$ cat src/rtl/sum_bcd_display_pkg.sv
// Shared definitions for the BCD sum display: FSM encoding and 7-segment patterns.
package sum_bcd_display_pkg;

  typedef enum logic [1:0] {
    ST_IDLE   = 2'd0,
    ST_SHIFT  = 2'd1,
    ST_UPDATE = 2'd2
  } state_t;

  // Active-low segment patterns, bit order {g,f,e,d,c,b,a}
  localparam logic [6:0] SEG_BLANK = 7'h7F;
  localparam logic [6:0] SEG_0     = 7'b1000000;
  localparam logic [6:0] SEG_1     = 7'b1111001;
  localparam logic [6:0] SEG_2     = 7'b0100100;
  localparam logic [6:0] SEG_3     = 7'b0110000;
  localparam logic [6:0] SEG_4     = 7'b0011001;
  localparam logic [6:0] SEG_5     = 7'b0010010;
  localparam logic [6:0] SEG_6     = 7'b0000010;
  localparam logic [6:0] SEG_7     = 7'b1111000;
  localparam logic [6:0] SEG_8     = 7'b0000000;
  localparam logic [6:0] SEG_9     = 7'b0010000;

  // Map a decimal digit to its segment pattern; non-decimal codes show blank
  function automatic logic [6:0] seg7_of(input logic [3:0] d);
    logic [6:0] s;
    case (d)
      4'd0:    s = SEG_0;
      4'd1:    s = SEG_1;
      4'd2:    s = SEG_2;
      4'd3:    s = SEG_3;
      4'd4:    s = SEG_4;
      4'd5:    s = SEG_5;
      4'd6:    s = SEG_6;
      4'd7:    s = SEG_7;
      4'd8:    s = SEG_8;
      4'd9:    s = SEG_9;
      default: s = SEG_BLANK;
    endcase
    return s;
  endfunction

endpackage

$ cat src/rtl/sum_bcd_display_seg7_decoder.sv
// One 7-segment digit decoder: BCD digit plus blank flag to active-low segments.
module seg7_decoder
  import sum_bcd_display_pkg::*;
(
  input  logic [3:0] digit,
  input  logic       blank,
  output logic [6:0] seg
);

  // Blank overrides the digit so suppressed leading zeros go fully dark
  always_comb begin
    seg = SEG_BLANK;
    if (!blank) seg = seg7_of(digit);
  end

endmodule

$ cat src/rtl/sum_bcd_display.sv
// Sequential binary-to-BCD (double-dabble) converter driving active-low 7-seg displays.
// A sum is accepted in IDLE, shifted one bit per clock, then latched into the display registers.
module sum_bcd_display
  import sum_bcd_display_pkg::*;
#(
  parameter int WIDTH    = 6,
  parameter int DIGITS   = 2,
  parameter int BLANK_LZ = 1
) (
  input  logic                  CLOCK_50,
  input  logic                  rst_n,
  input  logic [WIDTH-1:0]      sum_in,
  input  logic                  sum_valid,
  output logic                  sum_ready,
  output logic                  done,
  output logic [7*DIGITS-1:0]   HEX
);

  localparam int BCD_W = DIGITS * 4;
  localparam int SR_W  = BCD_W + WIDTH;
  localparam int CNT_W = $clog2(WIDTH + 1);

  state_t                   state_reg, state_next;
  logic [SR_W-1:0]          sr_reg, sr_next, sr_adj;
  logic [CNT_W-1:0]         count_reg, count_next;
  logic [DIGITS-1:0][3:0]   bcd_digit;
  logic [DIGITS-1:0][3:0]   digit_reg;
  logic [DIGITS-1:0]        blank_reg, blank_next;
  logic                     done_reg;
  logic                     zero_run;

  genvar gi;

  // Add-3 correction on every BCD nibble (4-bit wrap, no carry between nibbles);
  // the binary part passes through untouched
  generate
    for (gi = 0; gi < DIGITS; gi++) begin : g_adj
      logic [3:0] nib;
      assign nib = sr_reg[WIDTH + 4*gi +: 4];
      assign sr_adj[WIDTH + 4*gi +: 4] = (nib >= 4'd5) ? nib + 4'd3 : nib;
      assign bcd_digit[gi] = nib;
    end
  endgenerate
  assign sr_adj[WIDTH-1:0] = sr_reg[WIDTH-1:0];

  // State register; reset aborts any conversion in flight
  always_ff @(posedge CLOCK_50 or negedge rst_n) begin
    if (!rst_n) state_reg <= ST_IDLE;
    else        state_reg <= state_next;
  end

  // Next-state: accept in IDLE, shift WIDTH times, one UPDATE cycle, back to IDLE
  always_comb begin
    state_next = state_reg;
    unique case (state_reg)
      ST_IDLE:   if (sum_valid) state_next = ST_SHIFT;
      ST_SHIFT:  if (count_reg == CNT_W'(1)) state_next = ST_UPDATE;
      ST_UPDATE: state_next = ST_IDLE;
      default:   state_next = ST_IDLE;
    endcase
  end

  // Outputs decoded from state: only IDLE can take a new sum
  always_comb begin
    sum_ready = (state_reg == ST_IDLE);
  end

  // Shift register / bit counter next values: load on handshake, adjust-then-shift in SHIFT
  always_comb begin
    sr_next    = sr_reg;
    count_next = count_reg;
    if (state_reg == ST_IDLE && sum_valid) begin
      sr_next    = {{BCD_W{1'b0}}, sum_in};
      count_next = CNT_W'(WIDTH);
    end else if (state_reg == ST_SHIFT) begin
      sr_next    = {sr_adj[SR_W-2:0], 1'b0};
      count_next = count_reg - CNT_W'(1);
    end
  end

  // Conversion datapath registers
  always_ff @(posedge CLOCK_50 or negedge rst_n) begin
    if (!rst_n) begin
      sr_reg    <= '0;
      count_reg <= '0;
    end else begin
      sr_reg    <= sr_next;
      count_reg <= count_next;
    end
  end

  // Leading-zero blanking: digit k>=1 goes dark when it and every higher digit are zero
  always_comb begin
    zero_run   = 1'b1;
    blank_next = '0;
    for (int k = DIGITS - 1; k >= 0; k--) begin
      zero_run      = zero_run & (bcd_digit[k] == 4'd0);
      blank_next[k] = (BLANK_LZ != 0) && (k != 0) && zero_run;
    end
  end

  // Display registers change only when leaving UPDATE, so HEX never shows a partial value
  always_ff @(posedge CLOCK_50 or negedge rst_n) begin
    if (!rst_n) begin
      digit_reg <= '0;
      blank_reg <= '1;
      done_reg  <= 1'b0;
    end else begin
      done_reg <= (state_reg == ST_UPDATE);
      if (state_reg == ST_UPDATE) begin
        digit_reg <= bcd_digit;
        blank_reg <= blank_next;
      end
    end
  end

  assign done = done_reg;

  // One decoder per display, fed straight from the display registers
  generate
    for (gi = 0; gi < DIGITS; gi++) begin : g_dec
      seg7_decoder u_dec (
        .digit (digit_reg[gi]),
        .blank (blank_reg[gi]),
        .seg   (HEX[7*gi +: 7])
      );
    end
  endgenerate

endmodule

$ cat config.mk
export PLATFORM = sky130hd
export DESIGN_NAME = sum_bcd_display
export DESIGN_NICKNAME = d
export VERILOG_FILES = /design/src/rtl/sum_bcd_display_pkg.sv /design/src/rtl/sum_bcd_display_seg7_decoder.sv /design/src/rtl/sum_bcd_display.sv
export SDC_FILE = /design/constraint.sdc
export NUM_CORES = 1
export LEC_CHECK = 0
export ABC_AREA = 1
export CAP_MARGIN = 20
export CORE_MARGIN = 5
export CORE_UTILIZATION = 60
export DETAILED_ROUTE_END_ITERATION = 12
export DONT_BUFFER_PORTS = 1
export GPL_ROUTABILITY_DRIVEN = 0
export PLACE_DENSITY = 0.81
export SYNTH_ARGS = -nofsm -noshare
export SYNTH_HDL_FRONTEND = slang
export SYNTH_HIERARCHICAL = 1
export SYNTH_SLANG_ARGS = --single-unit
$ cat constraint.sdc
create_clock -name CLOCK_50 -period 1.7 [get_ports CLOCK_50]
set_input_delay 0.34 -clock CLOCK_50 [delete_from_list [all_inputs] [get_ports CLOCK_50]]
set_output_delay 0.34 -clock CLOCK_50 [all_outputs]
set_load 0.02 [all_outputs]
# Word-level counts from Yosys, hierarchy flattened
# Memory sizes are Yosys's and may differ from the RTL's.
# Cells that the tools add are included.
# classes
eq_ne	5
n_reduce_logical	5
n_lt_le_gt_ge	2
n_addsub	3
n_mux	11
# ops
cell	n
$mux W14	2
$mux W7	2
$mux W3	3
$ge A4 B3 Y1 const B	2
$add A4 B2 Y4 const B	1
$logic_not A4 Y1	1
$mux W2	2
$mux W4	1
$ne A2 B2 Y1 const B	2
$pmux W2 S2	1
$add A3 B2 Y3 const B	1
$eq A3 B1 Y1 const B	1
$sub A3 B1 Y3 const B	1
$eq A2 B1 Y1 const B	1
$eq A2 B2 Y1 const B	1
$logic_not A2 Y1	1
$reduce_and A2 Y1	1
$reduce_bool A2 Y1	1
$logic_and A1 B1 Y1	1
# totals
memories	2
in_bits	9
romBits	224
register_bits	30
# mem_list
name	depth	width	read_ports	rd_ports_with_merged_regs	write_ports	line	source
(no name shown)	16	7	1	0	0	sum_bcd_display_pkg.sv:26	case (d)
(no name shown)	16	7	1	0	0	sum_bcd_display_pkg.sv:26	

# Depth between registers and ports, before layout
# Gate-level depths: netlist of the first run.
# logic_depth
ltp_word	4
mapped_depth	9
depth_no_buf	9

# Hierarchy
# Netlist of the first run, hierarchy kept.
# by_module_without_submodules
module	cells_per_inst	area_per_inst_um2	seq_area_each_um2	instances
sum_bcd_display	158	1407.6	753.2	1
seg7_decoder	37	203.9	0.0	2

# Worst setup path after synthesis of the first run
# Ideal clock, no wire load.
# synth_path
path_kind	flip-flop to output port
from	register digit_reg[5] (netlist bit)
to	output port HEX[10]
n_path_buf	0
stages_incl_launch_ff	6
path_slack_ns	0.291
arrival_ns	1.069
path_cell_list	dfrtp_1 > inv_1 > ha_1 > nand2_1 > nand3_1 > nand2_1
# synth_between
elab_chain_len	2
# synth_lines
item	line	source
start: declaration	sum_bcd_display.sv:27	logic [DIGITS-1:0][3:0] digit_reg;
start signal: assignment	sum_bcd_display.sv:111	digit_reg <= bcd_digit;
$mem_v2 Z16 W7	--	
$mux W7	sum_bcd_display_seg7_decoder.sv:13	if (!blank) seg = seg7_of(digit);
end: declaration	sum_bcd_display.sv:16	output logic [7*DIGITS-1:0] HEX
# Every way passes these cells.

# Worst setup path in the final report of the first run
# Ends and elaborated chain as after synthesis.

==> results of run 1 <==
-- logic make-up after synthesis --
group | after synthesis
fa+ha+maj | 16
compound gates | 23
simple gates | 125
buf+inv | 38
flops | 30
-- worst paths after layout --
check	start	end	slack [ns]
worst min-delay path	sum_in[2]	sr_reg[2]$_DFFE_PN0P_	0.13
max in group asynchronous	rst_n	blank_reg[1]$_DFFE_PN1P_	1.01
worst min register to register	blank_reg[0]$_DFFE_PN1P_	blank_reg[0]$_DFFE_PN1P_	0.49
worst max-delay path	digit_reg[5]$_DFFE_PN0P_	HEX[10]	-0.05
min in group asynchronous	rst_n	sr_reg[8]$_DFFE_PN0P_	0.45
worst max register to register	sr_reg[6]$_DFFE_PN0P_	sr_reg[7]$_DFFE_PN0P_	0.39
-- layout make-up --
cell class	count	area [um2]
clock buffers	8	48.8
well taps	33	41.3
inverters	35	131
multi-input cells	164	1090
repair buffers	16	175
fillers	196	731
flip-flops and latches	30	757
-- worst max-delay path, cell delays in order, from the launching register on --
cell and delay (ns):
dfrtp_2 0.46, buf_6 0.14, nor2_4 0.10, nor2_2 0.05, nor2_4 0.12, buf_12 0.15
nand2_4 0.08
-- placed cells by master, fill, tap and decap left out, drive strengths merged --
master	instances
clkbuf	8
nand3	27
dfrtp	28
a31oi	1
nand4	2
inv	35
nor2	11
a22oi	1
nand2	85
o21ai	15
o21a	1
buf	15
o22ai	1
ha	16
o211ai	1
dfstp	2
a21oi	3
dlygate4sd3	1
-- metal layers --
| layer | vias to the layer above | track usage | part of all wire |
|---|---|---|---|
| li1 | 774 | - | - |
| met1 | 687 | 0.209 | 0.44 |
| met2 | 38 | 0.323 | 0.48 |
| met3 | 6 | 0.0503 | 0.059 |
| met4 | 0 | 0.0554 | 0.014 |
| met5 | - | 0 | 0 |
-- repair_timing --
| action | in CTS | in global routing |
|---|---|---|
| endpoints found under the setup margin | 10 | 14 |
| resized for setup | 29 | 26 |
| buffers inserted | 8 | 3 |
| hold endpoints to repair | 30 | 0 |
| pin swaps | 5 | 6 |
| hold buffers | 2 | 0 |
-- stage by stage --
| step | hold WS (ns) | instances |
|---|---|---|
| after CTS | 0.115 | 283 |
| after floorplan | 0.0444 | 232 |
| final | 0.129 | 286 |
| after global placement | 0.0451 | 265 |
| after global routing | 0.128 | 286 |
| after detailed placement | 0.0450 | 265 |
==> flow_metrics.py, run 1 <==
metrics = {
    "clock_tree": {
        "cts_tree": "built",
        "clkTransAtPathRegs_ns": 0.09,
        "clk_latency_ns": 0.32,
        "cts_sinks": 30,
        "cts.path.max_buffers": 2,
        "cts_buffers": 5,
        "root_buffer": "clkbuf_4",
        "htreeDepth": 2,
    },
    "synth": {
        "yosysTopAreaCell": "dfrtp_1",
        "ys_top_cells_by_count": "85 x nand2_1, 28 x dfrtp_1, 28 x inv_1",
        "synth_edf_count": 0,
        "post_synth_and_or_nand_nor_area_fraction": 0.302,
        "syn-cell-area_um2": 1820,
        "synth_seq_area_share": 0.415,
        "async_reset_ff_frac": 1.00,
        "muxShareOfSynthArea": 0,
        "synth_cells": 232,
        "synth_top_family_by_area": "simple AND/OR/NAND/NOR gates",
        "synth-adder-area-share": 0.110,
        "avgSynthCellArea_um2": 7.83,
        "ys_top_cells_by_area": "dfrtp_1 39%, nand2_1 18%, ha_1 11%",
        "ys_seq_elements": 30,
        "yosys_warnings": 6,
        "syn-num-nets": 257,
        "synth_flop_cell": "dfrtp_1",
        "synth_compound_area_frac": 0.0855,
        "yosysUniqueCellTypes": 21,
        "synth_top_area_share": 0.386,
        "synth_xor_area_frac": 0,
        "yosysMostFrequentCell": "nand2_1",
    },
    "critical_path": {
        "start_kind": "flip-flop",
        "setup.worst_path.class": "reg2out",
        "path_max_fanout": 6,
        "worst_setup_path_end_kind": "output pin",
        "reg2reg_depth": 8,
        "cp_data_required_time_ns": 1.36,
        "crit_arrival_ns": 1.41,
    },
    "finish": {
        "syn_to_final_growth_pct": 23.8,
        "final_util": 0.755,
        "nets": 277,
        "final_layout_size_suffix_gt1_frac": 0.316,
        "largest_reg_flops": 14,
        "stdcell_area_um2": 2250,
        "diodes": 0,
    },
    "hold_path": {
        "hp-class": "in2reg",
        "min_delay_path_depth": 2,
    },
    "die": {
        "core_area_um2": 2980,
        "fp.dieH_um": 65.0,
        "io_pins": 25,
        "initial_utilization": 0.610,
        "num_rows": 20,
        "fp.dieW_um": 65.0,
        "dieArea_um2": 4230,
    },
    "placed_design": {
        "preCtsSetupSlack_ns": 0.212,
        "place_area_um2": 1850,
        "io_buffers": 0,
        "dp_hpwl_um": 2250,
    },
    "global_route": {
        "overflow": 0,
        "antenna_found_initial": 0,
        "grt_pass1_wl_um": 5960,
        "grtUsageTotal": 0.181,
        "first_global_vias": 1412,
        "grt_max_degree": 31,
    },
    "drt": {
        "first_pass_iters": 5,
        "routed_wl_um": 3530,
        "antenna_left": 0,
        "via_per_inst": 5.26,
        "avgRoutedWirePerCell_um": 12.3,
        "drt_iter0_markers": 90,
        "vias": 1505,
        "drc": 0,
    },
    "flow_run": {
        "max_cap_viol_count": 0,
    },
    "timing": {
        "post-route-period-util": 1.03,
        "layout_min_cycle_time_ns": 1.75,
        "finalHoldViolations": 0,
        "setup_viol": 13,
        "slew_headroom": 0.758,
        "skew_ns": 0.00576,
        "layout_setup_ws_ns": -0.0527,
        "rsz0062_at_grt": "true",
        "drv_slew": 0,
        "worst_pin_slew_ns": 0.362,
        "timing.fmax_ghz": 0.571,
        "tns_ns": -0.439,
    },
    "outcome": {
        "status": "finished, violations left",
        "violations": "setup timing",
    },
}
Power of run 1 is left out: the tool's default activity adds up to more than one toggle a clock period on the data nets, which glitch-free logic cannot reach.
==> inputs of run 2 (changes only) <==
ABC_AREA = default   (was 1)
==> flow_metrics.py, run 2 <==
metrics = {
    "clock_tree": {
        "cts_sinks": 30,
        "root_buffer": "clkbuf_4",
        "clkTransAtPathRegs_ns": 0.10,
        "cts_buffers": 5,
        "clk_latency_ns": 0.33,
        "cts.path.max_buffers": 2,
        "cts_tree": "built",
        "htreeDepth": 2,
    },
    "finish": {
        "seq_area_um2": 759,
        "diodes": 0,
        "final_layout_size_suffix_gt1_frac": 0.410,
        "largest_reg_flops": 14,
        "fillers": 120,
        "final_cells": 278,
        "mostFrequentLayoutCells": "23 x nand2_1, 23 x dfrtp_1, 21 x o21ai_1, 17 x buf_4, 12 x inv_1",
        "final_util": 0.837,
        "nets": 258,
        "syn_to_final_growth_pct": 34.3,
        "multi_input_area_um2": 1250,
    },
    "synth": {
        "synth_cells": 202,
        "ys_top_cells_by_area": "dfrtp_1 37%, ha_1 11%, o21ai_1 4.8%",
        "ys_top_cells_by_count": "28 x dfrtp_1, 24 x nand2_1, 18 x o21ai_1",
        "syn-num-nets": 227,
        "yosys_warnings": 6,
        "synth_seq_area_share": 0.399,
        "ys_seq_elements": 30,
        "async_reset_ff_frac": 1.00,
        "yosysUniqueCellTypes": 41,
        "synth_top_area_share": 0.371,
        "yosysMostFrequentCell": "dfrtp_1",
        "yosysTopAreaCell": "dfrtp_1",
        "synth_flop_cell": "dfrtp_1",
        "synth_edf_count": 0,
        "avgSynthCellArea_um2": 9.34,
        "syn-cell-area_um2": 1890,
    },
    "global_route": {
        "grtUsageTotal": 0.208,
        "antenna_found_initial": 0,
        "first_global_vias": 1541,
        "overflow": 0,
        "grt_pass1_wl_um": 6950,
        "grt_max_degree": 31,
    },
    "placed_design": {
        "dp_hpwl_um": 2710,
        "numPlacedInstances": 253,
        "io_buffers": 0,
    },
    "die": {
        "core_area_um2": 3030,
        "num_rows": 20,
        "initial_utilization": 0.623,
        "dieArea_um2": 4370,
        "fp.dieW_um": 66.1,
        "fp.dieH_um": 66.1,
        "io_pins": 25,
    },
    "pwr": {
        "netSwitchingPower_mw": 2.25,
        "p_leak_nw": 1.09,
        "clkPwrFrac": 0.093,
        "seq_power_share": 0.266,
        "p_int_mw": 2.59,
        "irDropWorstVdd_mv": 1.01,
        "power_frac_comb": 0.641,
        "sw_frac_of_total": 0.466,
        "power-per-cell-area_nw_per_um2": 1910,
        "p_total_mw": 4.84,
    },
    "critical_path": {
        "crit_arrival_ns": 1.62,
        "path_max_fanout": 3,
        "start_kind": "flip-flop",
        "cp_data_required_time_ns": 1.36,
        "worst_setup_path_end_kind": "output pin",
        "setup.worst_path.class": "reg2out",
    },
    "drt": {
        "routed_wl_um": 5600,
        "first_pass_iters": 4,
        "antenna_left": 0,
        "avgRoutedWirePerCell_um": 20.1,
        "via_per_inst": 6.07,
        "drt_iter0_markers": 180,
        "drc": 0,
        "vias": 1687,
    },
    "timing": {
        "slew_headroom": 0.659,
        "layout_min_cycle_time_ns": 1.96,
        "post-route-period-util": 1.15,
        "finalHoldViolations": 0,
        "rsz0062_at_grt": "true",
        "tns_ns": -2.34,
        "skew_ns": 0.0126,
        "drv_slew": 0,
        "timing.fmax_ghz": 0.511,
        "layout_setup_ws_ns": -0.258,
        "hold_ws_ns": 0.206,
        "setup_viol": 14,
        "worst_pin_slew_ns": 0.511,
    },
    "outcome": {
        "status": "finished, violations left",
        "violations": "setup timing",
    },
    "flow_run": {
        "max_cap_viol_count": 0,
    },
    "hold_path": {
        "hp-class": "in2reg",
    },
}
==> run 2: changes by cell type in the layout (fill, tap and decap cells not counted), moves of 9 or more <==
cell     change
o21ai_1     +21
nand2_1     -43
nand3_1     -20
nand2_4     -12
buf_4        +9
inv_1       -12
==> run 2: kinds of logic (layout without fill, tap and decap cells) <==
kind of cell	after synthesis	in the layout	share of synthesized area
flip-flops	30	30	0.399
XOR/XNOR	3	3	0.0139
AO/OA/AOI/OAI	69	69	0.236
buffers and inverters	27	59	0.0749
AND/OR/NAND/NOR	57	57	0.170
adder cells (fa/ha/maj)	16	16	0.106
==> run 2: timing repair <==
action,4_1_cts,5_1_grt
hold endpoints to repair,30,0
hold buffers,2,0
gates resized for setup,30,45
endpoints found under the setup margin,14,15
pin swaps,12,12
buffers inserted,8,7
==> run 2: area by class of cell <==
class | instances | area share
tap | 44 | 0.0217
clock inverter | 1 | 0.00198
inverter | 19 | 0.0291
clock buffer | 7 | 0.0217
multi-input combinational | 145 | 0.495
timing repair buffer | 32 | 0.131
sequential | 30 | 0.300
==> run 2: power by group through the flow <==
stage                     Sequential, mW  Combinational (mW)  Clock [mW]
after floorplan                     1.16                1.61           0
after global placement              1.24                1.98           0
after detailed placement            1.26                2.10           0
after CTS                           1.24                2.41       0.450
after global routing                1.32                3.28       0.484
final                               1.29                3.10       0.449
==> run 2: path summary, 6_finish.rpt <==
path                                          startpoint                       end  slack (ns)  depth (start not counted)
min in group asynchronous                          rst_n  digit_reg[2]$_DFFE_PN0P_        0.46                          2
worst max-delay path            digit_reg[0]$_DFFE_PN0P_                    HEX[4]       -0.26                          6
worst min-delay path                           sum_in[2]     sr_reg[2]$_DFFE_PN0P_        0.21                          2
worst max register to register    sr_reg[11]$_DFFE_PN0P_    sr_reg[12]$_DFFE_PN0P_        0.19                          5
worst min register to register    sr_reg[13]$_DFFE_PN0P_    sr_reg[13]$_DFFE_PN0P_        0.51                          1
max in group asynchronous                          rst_n  blank_reg[1]$_DFFE_PN1P_        1.00                          2
==> run 2: stage by stage <==
stage	setup WS, ns	instance area (um2)
6_report	-0.258	2530
5_1_grt	-0.303	2530
4_1_cts	-0.156	2260
3_5_place_dp	0.0691	1980
3_3_place_gp	0.140	1980
2_1_floorplan	0.0668	1890
==> run 2: per-layer routing <==
metal | track usage | wire, um
met5 | 0 | 0
met4 | 0.0609 | 95
met3 | 0.0510 | 259
met2 | 0.383 | 2940
met1 | 0.235 | 2310
==> run 2: worst max-delay path: stages (launching register included) <==
cell and delay [ns]:
dfrtp_1 0.43, inv_2 0.15, ha_4 0.16, nand2b_1 0.08, a21oi_2 0.17, o21ai_1 0.11, buf_4 0.18
No activity file was read; power rests on OpenSTA's default activity.
